**config.mk**
```make
export PLATFORM = sky130hd
export DESIGN_NAME = rom_loader
export DESIGN_NICKNAME = d
export VERILOG_FILES = /design/src/rtl/rom_loader_pkg.sv /design/src/rtl/rom_loader_uart_rx.sv /design/src/rtl/rom_loader.sv
export SDC_FILE = /design/constraint.sdc
export NUM_CORES = 1
export LEC_CHECK = 0
export BUFFER_PORTS_ARGS = -buffer_cell sky130_fd_sc_hd__buf_2
export CAP_MARGIN = 15
export CORE_UTILIZATION = 35
export DETAILED_ROUTE_END_ITERATION = 6
export PLACE_DENSITY_LB_ADDON = 0.15
export SYNTH_ARGS = -nofsm -noshare
export SYNTH_HDL_FRONTEND = slang
export SYNTH_SLANG_ARGS = --single-unit
```
**constraint.sdc**
```tcl
create_clock -name clk -period 5.4 [get_ports clk]
set_input_delay 1.35 -clock clk [delete_from_list [all_inputs] [get_ports clk]]
set_output_delay 1.35 -clock clk [all_outputs]
set_load 0.02 [all_outputs]
```
**src/rtl/rom_loader_pkg.sv**
```systemverilog
// rom_loader_pkg: shared CHIP-8 memory constants and loader/receiver state encodings
package rom_loader_pkg;
    localparam int CHIP8_MEM_AW = 12;
    localparam logic [CHIP8_MEM_AW-1:0] CHIP8_PROG_BASE = 12'h200;
    localparam int CHIP8_MEM_SIZE = 4096;
    typedef enum logic [2:0] {HDR_HI, LEN_LO, DATA, DONE, ERROR} ld_state_t;
    typedef enum logic [1:0] {RX_IDLE, RX_START, RX_DATA, RX_STOP} rx_state_t;
endpackage

```
**src/rtl/rom_loader_uart_rx.sv**
```systemverilog
// uart_rx: 8N1 receiver with 2-flop synchronizer, mid-bit sampling and framing check
module uart_rx
    import rom_loader_pkg::*;
#(
    parameter int DIV = 104
) (
    input  logic       clk,
    input  logic       rst,
    input  logic       rx,
    output logic [7:0] data,
    output logic       valid,
    output logic       frame_err
);
    localparam int CW = $clog2(DIV);
    logic [2:0] sync;
    rx_state_t st;
    logic [CW-1:0] cnt;
    logic [2:0] bit_idx;
    logic [7:0] shreg;
    logic rxs, bit_tick, half_tick;
    // sync[1] is the synchronized line, sync[2] its previous value for edge detection
    assign rxs = sync[1];
    assign bit_tick = cnt == CW'(DIV - 1);
    assign half_tick = cnt == CW'(DIV / 2 - 1);
    always_ff @(posedge clk or posedge rst) begin
        if (rst) begin
            sync <= 3'b111;
            st <= RX_IDLE;
            cnt <= '0;
            bit_idx <= '0;
            shreg <= '0;
            data <= '0;
            valid <= 1'b0;
            frame_err <= 1'b0;
        end else begin
            sync <= {sync[1:0], rx};
            valid <= 1'b0;
            frame_err <= 1'b0;
            cnt <= cnt + CW'(1);
            case (st)
                RX_IDLE: begin
                    cnt <= '0;
                    if (sync[2] && !rxs) st <= RX_START;
                end
                RX_START: if (half_tick) begin
                    cnt <= '0;
                    bit_idx <= '0;
                    st <= rxs ? RX_IDLE : RX_DATA;
                end
                RX_DATA: if (bit_tick) begin
                    cnt <= '0;
                    shreg <= {rxs, shreg[7:1]};
                    bit_idx <= bit_idx + 3'd1;
                    if (bit_idx == 3'd7) st <= RX_STOP;
                end
                RX_STOP: if (bit_tick) begin
                    st <= RX_IDLE;
                    valid <= rxs;
                    frame_err <= !rxs;
                    if (rxs) data <= shreg;
                end
                default: st <= RX_IDLE;
            endcase
        end
    end
endmodule

```
**src/rtl/rom_loader.sv**
```systemverilog
// rom_loader: receives a length-prefixed CHIP-8 ROM over UART and writes it to memory
// while holding the cpu off the bus.
module rom_loader
    import rom_loader_pkg::*;
#(
    parameter int CLK_HZ = 12_000_000,
    parameter int BAUD = 115_200,
    parameter logic [CHIP8_MEM_AW-1:0] LOAD_BASE = CHIP8_PROG_BASE,
    parameter int TIMEOUT_BITS = 64
) (
    input  logic                    clk,
    input  logic                    rst,
    input  logic                    uart_rx,
    output logic                    mem_write,
    output logic [CHIP8_MEM_AW-1:0] mem_write_addr,
    output logic [7:0]              mem_write_data,
    output logic                    cpu_hold,
    output logic                    load_done,
    output logic                    load_error,
    output logic [CHIP8_MEM_AW-1:0] bytes_loaded
);
    localparam int DIV = CLK_HZ / BAUD;
    localparam int MAX_LEN = CHIP8_MEM_SIZE - int'(LOAD_BASE);
    localparam int TO_CYC = TIMEOUT_BITS * DIV;
    localparam int TW = $clog2(TO_CYC + 1);
    logic [7:0] rx_data;
    logic rx_valid, rx_ferr;
    ld_state_t state;
    logic [7:0] len_hi;
    logic [15:0] len, n_new;
    logic [CHIP8_MEM_AW-1:0] idx;
    logic [TW-1:0] tcnt;
    logic timed_out, counting;
    uart_rx #(.DIV(DIV)) u_rx (
        .clk(clk),
        .rst(rst),
        .rx(uart_rx),
        .data(rx_data),
        .valid(rx_valid),
        .frame_err(rx_ferr)
    );
    assign n_new = {len_hi, rx_data};
    assign counting = state == LEN_LO || state == DATA;
    assign timed_out = tcnt == TW'(TO_CYC - 1);
    always_ff @(posedge clk or posedge rst) begin
        if (rst) begin
            state <= HDR_HI;
            len_hi <= '0;
            len <= '0;
            idx <= '0;
            tcnt <= '0;
            mem_write <= 1'b0;
            mem_write_addr <= '0;
            mem_write_data <= '0;
            cpu_hold <= 1'b1;
            load_done <= 1'b0;
            load_error <= 1'b0;
            bytes_loaded <= '0;
        end else begin
            mem_write <= 1'b0;
            // status trails the state by one cycle so load_done follows the last write
            cpu_hold <= state != DONE;
            load_done <= state == DONE;
            load_error <= state == ERROR;
            tcnt <= (rx_valid || !counting) ? '0 : tcnt + TW'(1);
            case (state)
                HDR_HI: begin
                    if (rx_ferr) state <= ERROR;
                    else if (rx_valid) begin
                        len_hi <= rx_data;
                        state <= LEN_LO;
                    end
                end
                LEN_LO: begin
                    if (rx_ferr) state <= ERROR;
                    else if (rx_valid) begin
                        len <= n_new;
                        idx <= '0;
                        state <= n_new == 16'd0 ? DONE : n_new > 16'(MAX_LEN) ? ERROR : DATA;
                    end else if (timed_out) state <= ERROR;
                end
                DATA: begin
                    if (rx_ferr) state <= ERROR;
                    else if (rx_valid) begin
                        mem_write <= 1'b1;
                        mem_write_addr <= LOAD_BASE + idx;
                        mem_write_data <= rx_data;
                        idx <= idx + 1'b1;
                        bytes_loaded <= bytes_loaded + 1'b1;
                        if ({4'd0, idx} + 16'd1 == len) state <= DONE;
                    end else if (timed_out) state <= ERROR;
                end
                default: ;
            endcase
        end
    end
endmodule

```
==> summary.md, run 1 <==
| Metric | Value |
|---|---|
| Setup CP Type | flop to flop |
| Post-synthesis average cell area | 10.5 um2 |
| Die Ht | 128 um |
| # clock sinks | 121 |
| GRT overflow | 0 |
| RSZ-0062 raised after global routing | no |
| Post-Syn Nets | 545 |
| Total Routing Usage GR | 15.5% |
| First-pass iteration count of the detailed router | 5 |
| Worst r2r src | idx[0] |
| Top-area cell type share of the netlist area | 52.6% |
| Max Cap Viol | 0 |
| Initial antenna violation count | 0 |
| Crit path from | idx[0] |
| GPL Wtd Cong | 0.770 |
| Critical Path AT | 2.89 ns |
| Core footprint | 0.0154 mm2 |
| ANT nets after route | 0 |
| CP max FO | 7 |
| Via density | 4.80 |
| Startpoint Class | flop |
| Final period util | 47.9% |
| Area contributors post-synth | dfrtp_1 (53%), nand2_1 (7.8%), mux2_2 (6.5%) |
| Clk_lat worst skew | 0.42 ns |
| Largest area contributor in the netlist | dfrtp_1 |
| Cts bufs inserted | 17 |
| Die area | 0.0164 mm2 |
| Ant. Diodes | 0 |
| Final WS setup | 2.82 ns |
| CTS-repair resized insts | 0 |
| Mux contribution to synthesized area | 7.29% |
| Largest family of logic cells by synthesized area | simple AND/OR/NAND/NOR gates |
| Ys flop type | dfrtp_1 |
| Longest Clk Path Bufs | 2 |
| Seq/Total Area, Yosys | 54.5% |
| CP Data Required Time | 5.70 ns |
| Hold path cells | 0 |
| Yosys warnings | 0 |
| DRC | 0 |
| Share of synthesized cell area in full adder, half adder and majority cells | 2.47% |
| Flops & latches, synth | 121 |
| Commonest non-fill, non-tap cell in the layout | dfrtp_1 |
| Area delta synth->final | 17.3% |
| Nets@finish | 586 |
| Post-synthesis xor/xnor area fraction | 6.93% |
| Post-synth EDFFs | 0 |
| First-pass GRT wire length | 19600 um |
| Hold path start | u_rx.sync[0] |
| Hold Slack | 0.359 ns |
| Fmax | 387 MHz |
| Htree depth | 4 |
| Total Power | 2.20 mW |
| HP Class | flop to flop |
| Starting density of the core | 36.2% |
| Post-synthesis simple-gate area fraction | 19.6% |
| Pin count of the biggest net entering global routing | 76 |
| Least-Margin Pin Slew | 0.952 ns |
| Final Hold Fails | 0 |
| Iter 0 DRT Violations | 199 |
| Leakage | 3.24 nW |
| CTS tree | yes |
| Hold_buf cts | 0 |
| Max VDD drop | 0.219 mV |
| Final Skew | 0.00668 ns |
| Vias in the first global route | 3981 |
| Clock transition at the registers of the reported paths | 0.06 ns |
| Pwr dens | 337 mW/mm2 |
| Status | finished, final reports clean |
| Worst Setup End Kind | flop |
| DR WL/cell | 14.1 um |
| IO Count | 39 |
| Via count | 3819 |
| Port Buffers | 38 |
| Post-synthesis async set-or-reset flop share | 100% |
| Total negative slack | 0 ns |
| Layout fillers | 1511 |
| Most frequent cells in the layout | dfrtp_1 (117), nand2_1 (116), nor2_1 (43) |
| Slew Limit Headroom | 36.5% |
| Post-CTS setup buffer count | 0 |
| Complex-gate fraction of the synthesized area | 6.39% |
| Setup WS pre-CTS | 2.81 ns |
| Die X | 128 um |
| Final WL | 11200 um |
| Cell count after synthesis | 531 |
| R2R depth | 7 |
| Share of post-route cells with drive strength above 1 | 21.2% |
| Final count of negative-setup-slack endpoints | 0 |
| Hpwl dp | 7640 um |
| Synth unique cells | 58 |
| Root buffer cell | clkbuf_16 |
| Minimum clock period | 2.58 ns |
| Max Slew Vio Count | 0 |
| Row count | 45 |
| Syn Std Cell Area | 0.00556 mm2 |
==> Yosys cell counts (5+ instances only) <==
master,count
nand2_1,116
nand4_1,8
xor2_1,17
and3_1,7
xnor2_1,27
nand3_1,19
clkbuf_1,12
dfrtp_1,117
nor4_1,6
mux2_2,32
nor2b_1,6
nor2_1,43
o21ai_0,30
ha_1,11
nor3b_1,5
nor3_1,6
inv_1,9
==> report_power, final <==
part           internal, mW  leakage (nW)  switching, mW  total, mW
Clock                 0.699         0.282          0.403       1.10
Sequential            0.928          1.67         0.0177      0.945
Combinational        0.0537          1.29         0.0950      0.149
==> flip-flops by register name (all words and copies together), names as in the netlist, named ones only <==
name / flops
state: 3
idx: 12
len_hi: 8
u_rx.cnt: 7
u_rx.data: 8
cpu_hold: 1
u_rx.valid: 1
tcnt: 13
mem_write: 1
u_rx.frame_err: 1
mem_write_addr: 12
u_rx.bit_idx: 3
mem_write_data: 8
bytes_loaded: 12
u_rx.shreg: 8
len: 16
u_rx.sync: 3
u_rx.st: 1
load_error: 1
load_done: 1
==> kinds of logic (layout without fill, tap and decap cells) <==
kind of cell	count (synthesis)	in the layout
adder cells (fa/ha/maj)	11	11
buffers and inverters	32	86
AO/OA/AOI/OAI	53	53
AND/OR/NAND/NOR	234	234
flip-flops	121	121
XOR/XNOR	44	44
multiplexers	36	36
==> routing by layer <==
metal	up-vias	share of wire (%)	GRT usage, %
met5	-	0	0
met4	0	1.6	6.85
met3	14	2.7	4.13
met2	50	48	24.9
met1	1872	48	19.6
li1	1883	-	-
==> final timing paths <==
path | end | slack, ns
worst max-delay path | state[1] | 2.82
worst min-delay path | u_rx.sync[1] | 0.36
worst max register to register | state[1] | 2.82
worst min register to register | u_rx.sync[1] | 0.36
max in group asynchronous | bytes_loaded[10] | 3.49
min in group asynchronous | u_rx.data[5] | 0.79
==> worst max-delay path: stages, from the launching register on <==
cell and delay [ns]:
dfrtp_1 0.49, ha_1 0.29, nand3_1 0.22, nor2_1 0.33, nand3_1 0.19, a221oi_1 0.39
a32oi_2 0.22, mux2_4 0.33
==> final cells by class <==
| class | instances | area [um2] | share of cell area, % |
|---|---|---|---|
| Clock inverter | 12 | 125 | 1.92 |
| Inverter | 11 | 43.8 | 0.671 |
| Multi-Input combinational cell | 378 | 2370 | 36.4 |
| Timing Repair Buffer | 43 | 228 | 3.49 |
| Tap cell | 211 | 264 | 4.05 |
| Sequential cell | 121 | 3030 | 46.5 |
| Clock buffer | 20 | 457 | 7.00 |
==> stage by stage <==
stage,area [um2],instances,util [%]
3_5_place_dp,5940,764,38.7
5_1_grt,6520,796,42.4
6_report,6520,796,42.4
2_1_floorplan,5560,531,-
4_1_cts,6520,796,42.4
3_3_place_gp,5940,764,38.7
(Power assumes the default switching activity.)
==> run 2, diff against run 1 <==
Clock period 5.4 ns to 2.6 ns, I/O delays scaled along.
==> summary.md, run 2 (synthesized netlist as in run 1, its figures left out) <==
| Metric | Value |
|---|---|
| Iter 0 DRT Violations | 202 |
| Critical Path AT | 2.67 ns |
| Via count | 3872 |
| Leakage | 3.28 nW |
| Clock power share | 48.3% |
| GRT overflow | 0 |
| Row count | 45 |
| Slowest-stage cell, CP | dfrtp_1 |
| Layout fillers | 1497 |
| Core footprint | 0.0154 mm2 |
| Max Slew Vio Count | 0 |
| Startpoint Class | flop |
| Die area | 0.0164 mm2 |
| Final WL | 11400 um |
| Slew Limit Headroom | 56.4% |
| Die Ht | 128 um |
| Largest reg by FF count | len |
| Max VDD drop | 0.465 mV |
| Pwr dens | 674 mW/mm2 |
| Final Skew | 0.00846 ns |
| HP Class | input port to flop |
| Fmax | 423 MHz |
| Worst Setup End Kind | flop |
| Setup WS pre-CTS | 0.246 ns |
| Final count of negative-setup-slack endpoints | 0 |
| Starting density of the core | 36.2% |
| Initial antenna violation count | 0 |
| Area delta synth->final | 18.3% |
| Net load switching power | 0.992 mW |
| Critical path's largest stage delay | 0.49 ns |
| DR WL/cell | 14.2 um |
| Die X | 128 um |
| IO Count | 39 |
| Final non-filler cell area | 0.00658 mm2 |
| Minimum clock period | 2.37 ns |
| Clk_lat worst skew | 0.41 ns |
| Hold_buf cts | 0 |
| Total Routing Usage GR | 15.4% |
| Htree depth | 4 |
| First-pass iteration count of the detailed router | 4 |
| Total negative slack | 0 ns |
| Pin count of the biggest net entering global routing | 122 |
| CP Data Required Time | 2.90 ns |
| Nets@finish | 596 |
| CP most frequent cell | nand3_1 |
| DRC | 0 |
| CTS-repair resized insts | 0 |
| # clock sinks | 121 |
| Crit-path cells | ha_1 -> nand3_1 -> nor2_1 -> nand3_1 -> a221oi_1 -> a32oi_2 -> mux2_4 |
| First-pass GRT wire length | 19500 um |
| FF/Latch Area | 0.00303 mm2 |
| RSZ-0062 raised after global routing | no |
| Max Cap Viol | 0 |
| Share of post-route cells with drive strength above 1 | 21.5% |
| Post-CTS setup buffer count | 0 |
| Ant. Diodes | 0 |
| Most frequent cells in the layout | dfrtp_1 (117), nand2_1 (116), nor2_1 (43) |
| Hold Slack | 0.335 ns |
| Total Power | 4.43 mW |
| Vias in the first global route | 3872 |
| Commonest non-fill, non-tap cell in the layout | dfrtp_1 |
| ANT nets after route | 0 |
| CP max FO | 7 |
| Largest register FFs | 16 |
| Longest Clk Path Bufs | 2 |
| Switching share of power | 22.4% |
| Hpwl dp | 7630 um |
| Internal power | 3.44 mW |
| CTS tree | yes |
| Status | finished, final reports clean |
| Final Hold Fails | 0 |
| GPL Wtd Cong | 0.845 |
| Biggest regs | len (16), tcnt (13) |
| Root buffer cell | clkbuf_16 |
| Placed Area | 0.00603 mm2 |
| Final WS setup | 0.233 ns |
| Setup CP Type | flop to flop |
| Final period util | 91.0% |
| Via density | 4.81 |
| Port Buffers | 38 |
| Area of the multi-input gates | 0.00237 mm2 |
| Logic gate share of total power | 7.4% |
| Clock transition at the registers of the reported paths | 0.05 ns |
| Least-Margin Pin Slew | 0.653 ns |
| Reg power frac | 44.3% |
| Cts bufs inserted | 17 |
-- run 2: changes by cell type in the layout (fill, tap and decap cells not counted), moves of 2 or more --
| cell | delta |
|---|---|
| clkinv_2 | -4 |
| buf_4 | +9 |
| clkinvlp_4 | -2 |
| clkbuf_8 | +5 |
| clkinv_4 | -2 |
| bufinv_16 | -2 |
| clkbuf_1 | +5 |
-- run 2: final timing paths --
kind | slack (ns) | startpoint | cells after the start | end
max | 0.23 | idx[0] | 7 | state[1]
min | 0.34 | uart_rx | 1 | u_rx.sync[0]
max reg2reg | 0.23 | idx[0] | 7 | state[1]
min reg2reg | 0.36 | u_rx.sync[0] | 0 | u_rx.sync[1]
max in group asynchronous | 1.70 | rst | 3 | bytes_loaded[5]
min in group asynchronous | 0.42 | rst | 3 | mem_write_data[0]
-- run 2: power by group through the flow --
stage / registers, mW / logic, mW / clock network [mW]
6_report: 1.97 / 0.327 / 2.14
5_1_grt: 1.97 / 0.374 / 2.31
4_1_cts: 1.96 / 0.334 / 2.21
3_5_place_dp: 2.00 / 0.333 / 0
3_3_place_gp: 1.99 / 0.324 / 0
2_1_floorplan: 1.99 / 0.256 / 0
-- run 2: stage by stage --
stage                     utilization [%]  instances
final                                42.8        805
after global routing                 42.8        805
after detailed placement             39.2        774
after floorplan                         -        531
after CTS                            42.8        805
after global placement               39.2        774
-- run 2: area by class of cell --
type,count,area share [%]
multi-input cells,378,36.1
flip-flops and latches,121,46.1
clock buffers,30,8.27
repair buffers,53,4.79
inverters,11,0.685
clock inverters,1,0.0761
well taps,211,4.01
-- run 2: critical path, delay by kind of cell, from the launching register on --
kind            cells  cell delay, ns
simple gates        3            0.60
compound gates      2            0.56
flops               1            0.49
mux                 1            0.32
fa+ha+maj           1            0.28
-- run 2: routing by layer --
metal	global-route usage, %	share of wire, %	up-vias
li1	-	-	1898
met3	3.80	3.3	20
met2	23.2	45	60
met4	7.13	1.8	0
met5	0	0	-
met1	20.8	49	1894
==> run 3, diff against run 2 <==
Settings changed: CORE_ASPECT_RATIO set to 0.8.
==> summary.md, run 3 (synthesized netlist as in run 1, its figures left out) <==
| Metric | Value |
|---|---|
| Met3 Use GR | 3.96% |
| Status | finished, final reports clean |
| ANT nets after route | 0 |
| Biggest regs | len (16), tcnt (13) |
| CTS-repair resized insts | 0 |
| Die Ht | 115 um |
| Final Hold Fails | 0 |
| Post-CTS setup buffer count | 0 |
| Hold_buf cts | 0 |
| Setup WS pre-CTS | 0.237 ns |
| Share of post-route cells with drive strength above 1 | 22.9% |
| Htree depth | 4 |
| Core footprint | 0.0153 mm2 |
| Pwr dens | 700 mW/mm2 |
| Worst r2r src | idx[0] |
| Die X | 143 um |
| Max Cap Viol | 0 |
| Total negative slack | 0 ns |
| RSZ-0062 raised after global routing | no |
| Max Slew Vio Count | 0 |
| CTS tree | yes |
| Largest register FFs | 16 |
| GR Layer Usage met1 | 21.3% |
| Final period util | 90.8% |
| Row count | 40 |
| GPL Wtd Cong | 0.819 |
| Via density | 4.72 |
| Final non-filler cell area | 0.00664 mm2 |
| IO Count | 39 |
| # clock sinks | 121 |
| DR WL/cell | 14.1 um |
| Crit path from | idx[0] |
| Startpoint Class | flop |
| First-pass iteration count of the detailed router | 4 |
| Hpwl dp | 7820 um |
| Final Skew | 0.00822 ns |
| Fmax | 423 MHz |
| Minimum clock period | 2.36 ns |
| Placed Area | 0.00604 mm2 |
| GR peak layer | met2 |
| Via count | 3798 |
| Commonest non-fill, non-tap cell in the layout | dfrtp_1 |
| Die area | 0.0164 mm2 |
| Nets@finish | 596 |
| Max VDD drop | 0.375 mV |
| Iter 0 DRT Violations | 135 |
| Leakage | 3.30 nW |
| Clock transition at the registers of the reported paths | 0.05 ns |
| Vias in the first global route | 3746 |
| GRT overflow | 0 |
| Area delta synth->final | 19.5% |
| Worst Setup End Kind | flop |
| Clk_lat worst skew | 0.42 ns |
| Final WL | 11300 um |
| Least-Margin Pin Slew | 0.696 ns |
| Util after Layout | 43.5% |
| Layout fillers | 1452 |
| Port Buffers | 38 |
| Largest reg by FF count | len |
| Initial antenna violation count | 0 |
| Ant. Diodes | 0 |
| Starting density of the core | 36.4% |
| Longest Clk Path Bufs | 2 |
| Critical Path AT | 2.66 ns |
| CP Data Required Time | 2.89 ns |
| Slew Limit Headroom | 53.5% |
| Most frequent cells in the layout | dfrtp_1 (117), nand2_1 (116), nor2_1 (42) |
| Cts bufs inserted | 17 |
| Pin count of the biggest net entering global routing | 36 |
| Root buffer cell | clkbuf_16 |
| HP Class | input port to asynchronous set/reset pin |
| DRC | 0 |
| CP max FO | 7 |
| Setup CP Type | flop to flop |
| First-pass GRT wire length | 19200 um |
| Final count of negative-setup-slack endpoints | 0 |
| Total Routing Usage GR | 15.4% |
| Final WS setup | 0.238 ns |
| Met2 GRT Util | 22.6% |
[run 3: cell count changes in the layout (fill, tap and decap cells not counted), sizes merged]
| cell | change |
|---|---|
| clkinv | +7 |
| inv | +1 |
| bufinv | +2 |
| clkbuf | -11 |
| clkinvlp | +2 |
[run 3: final timing paths]
| check | endpoint | slack, ns | depth (start not counted) |
|---|---|---|---|
| setup reg to reg | state[1] | 0.24 | 8 |
| max in group asynchronous | u_rx.sync[1] | 1.60 | 3 |
| hold reg to reg | u_rx.sync[1] | 0.36 | 0 |
| hold / removal | mem_write_addr[1] | 0.32 | 2 |
| setup / recovery | state[1] | 0.24 | 8 |
| min in group clk | u_rx.sync[0] | 0.33 | 1 |
[run 3: layout make-up]
type / instances / area (um2) / share of cell area [%]
clock buffer: 19 / 453 / 6.82
clock inverter: 13 / 146 / 2.20
inverter: 11 / 45.0 / 0.678
multi-input combinational: 378 / 2380 / 35.8
sequential: 121 / 3030 / 45.6
tap: 210 / 263 / 3.95
timing repair buffer: 53 / 328 / 4.93
[run 3: where the power goes]
group / switching, mW / internal [mW] / leakage (nW)
clock: 0.884 / 1.47 / 0.289
combinational: 0.205 / 0.131 / 1.34
sequential: 0.0341 / 1.93 / 1.67
total: 1.12 / 3.52 / 3.30
[run 3: worst max-delay path, cell delays in order, from the launching register on]
cell,delay (ns)
dfrtp_1,0.49
ha_1,0.27
nand3_1,0.14
buf_4,0.19
nor4_1,0.28
xnor2_1,0.13
o31a_1,0.12
a32oi_2,0.28
mux2_4,0.33
[run 3: metrics by stage]
step | hold slack (ns) | cells | power (mW)
floorplan | 0.345 | 531 | 2.24
global placement | 0.352 | 773 | 2.33
global route | 0.304 | 805 | 4.85
finish | 0.324 | 805 | 4.65
detailed placement | 0.347 | 773 | 2.33
CTS | 0.301 | 805 | 4.72
[run 3: per-layer routing]
metal  share of wire, %  vias up
met5                  0        -
met4                1.3        0
met3                2.8        9
met2                 45       63
met1                 51     1827
li1                   -     1899
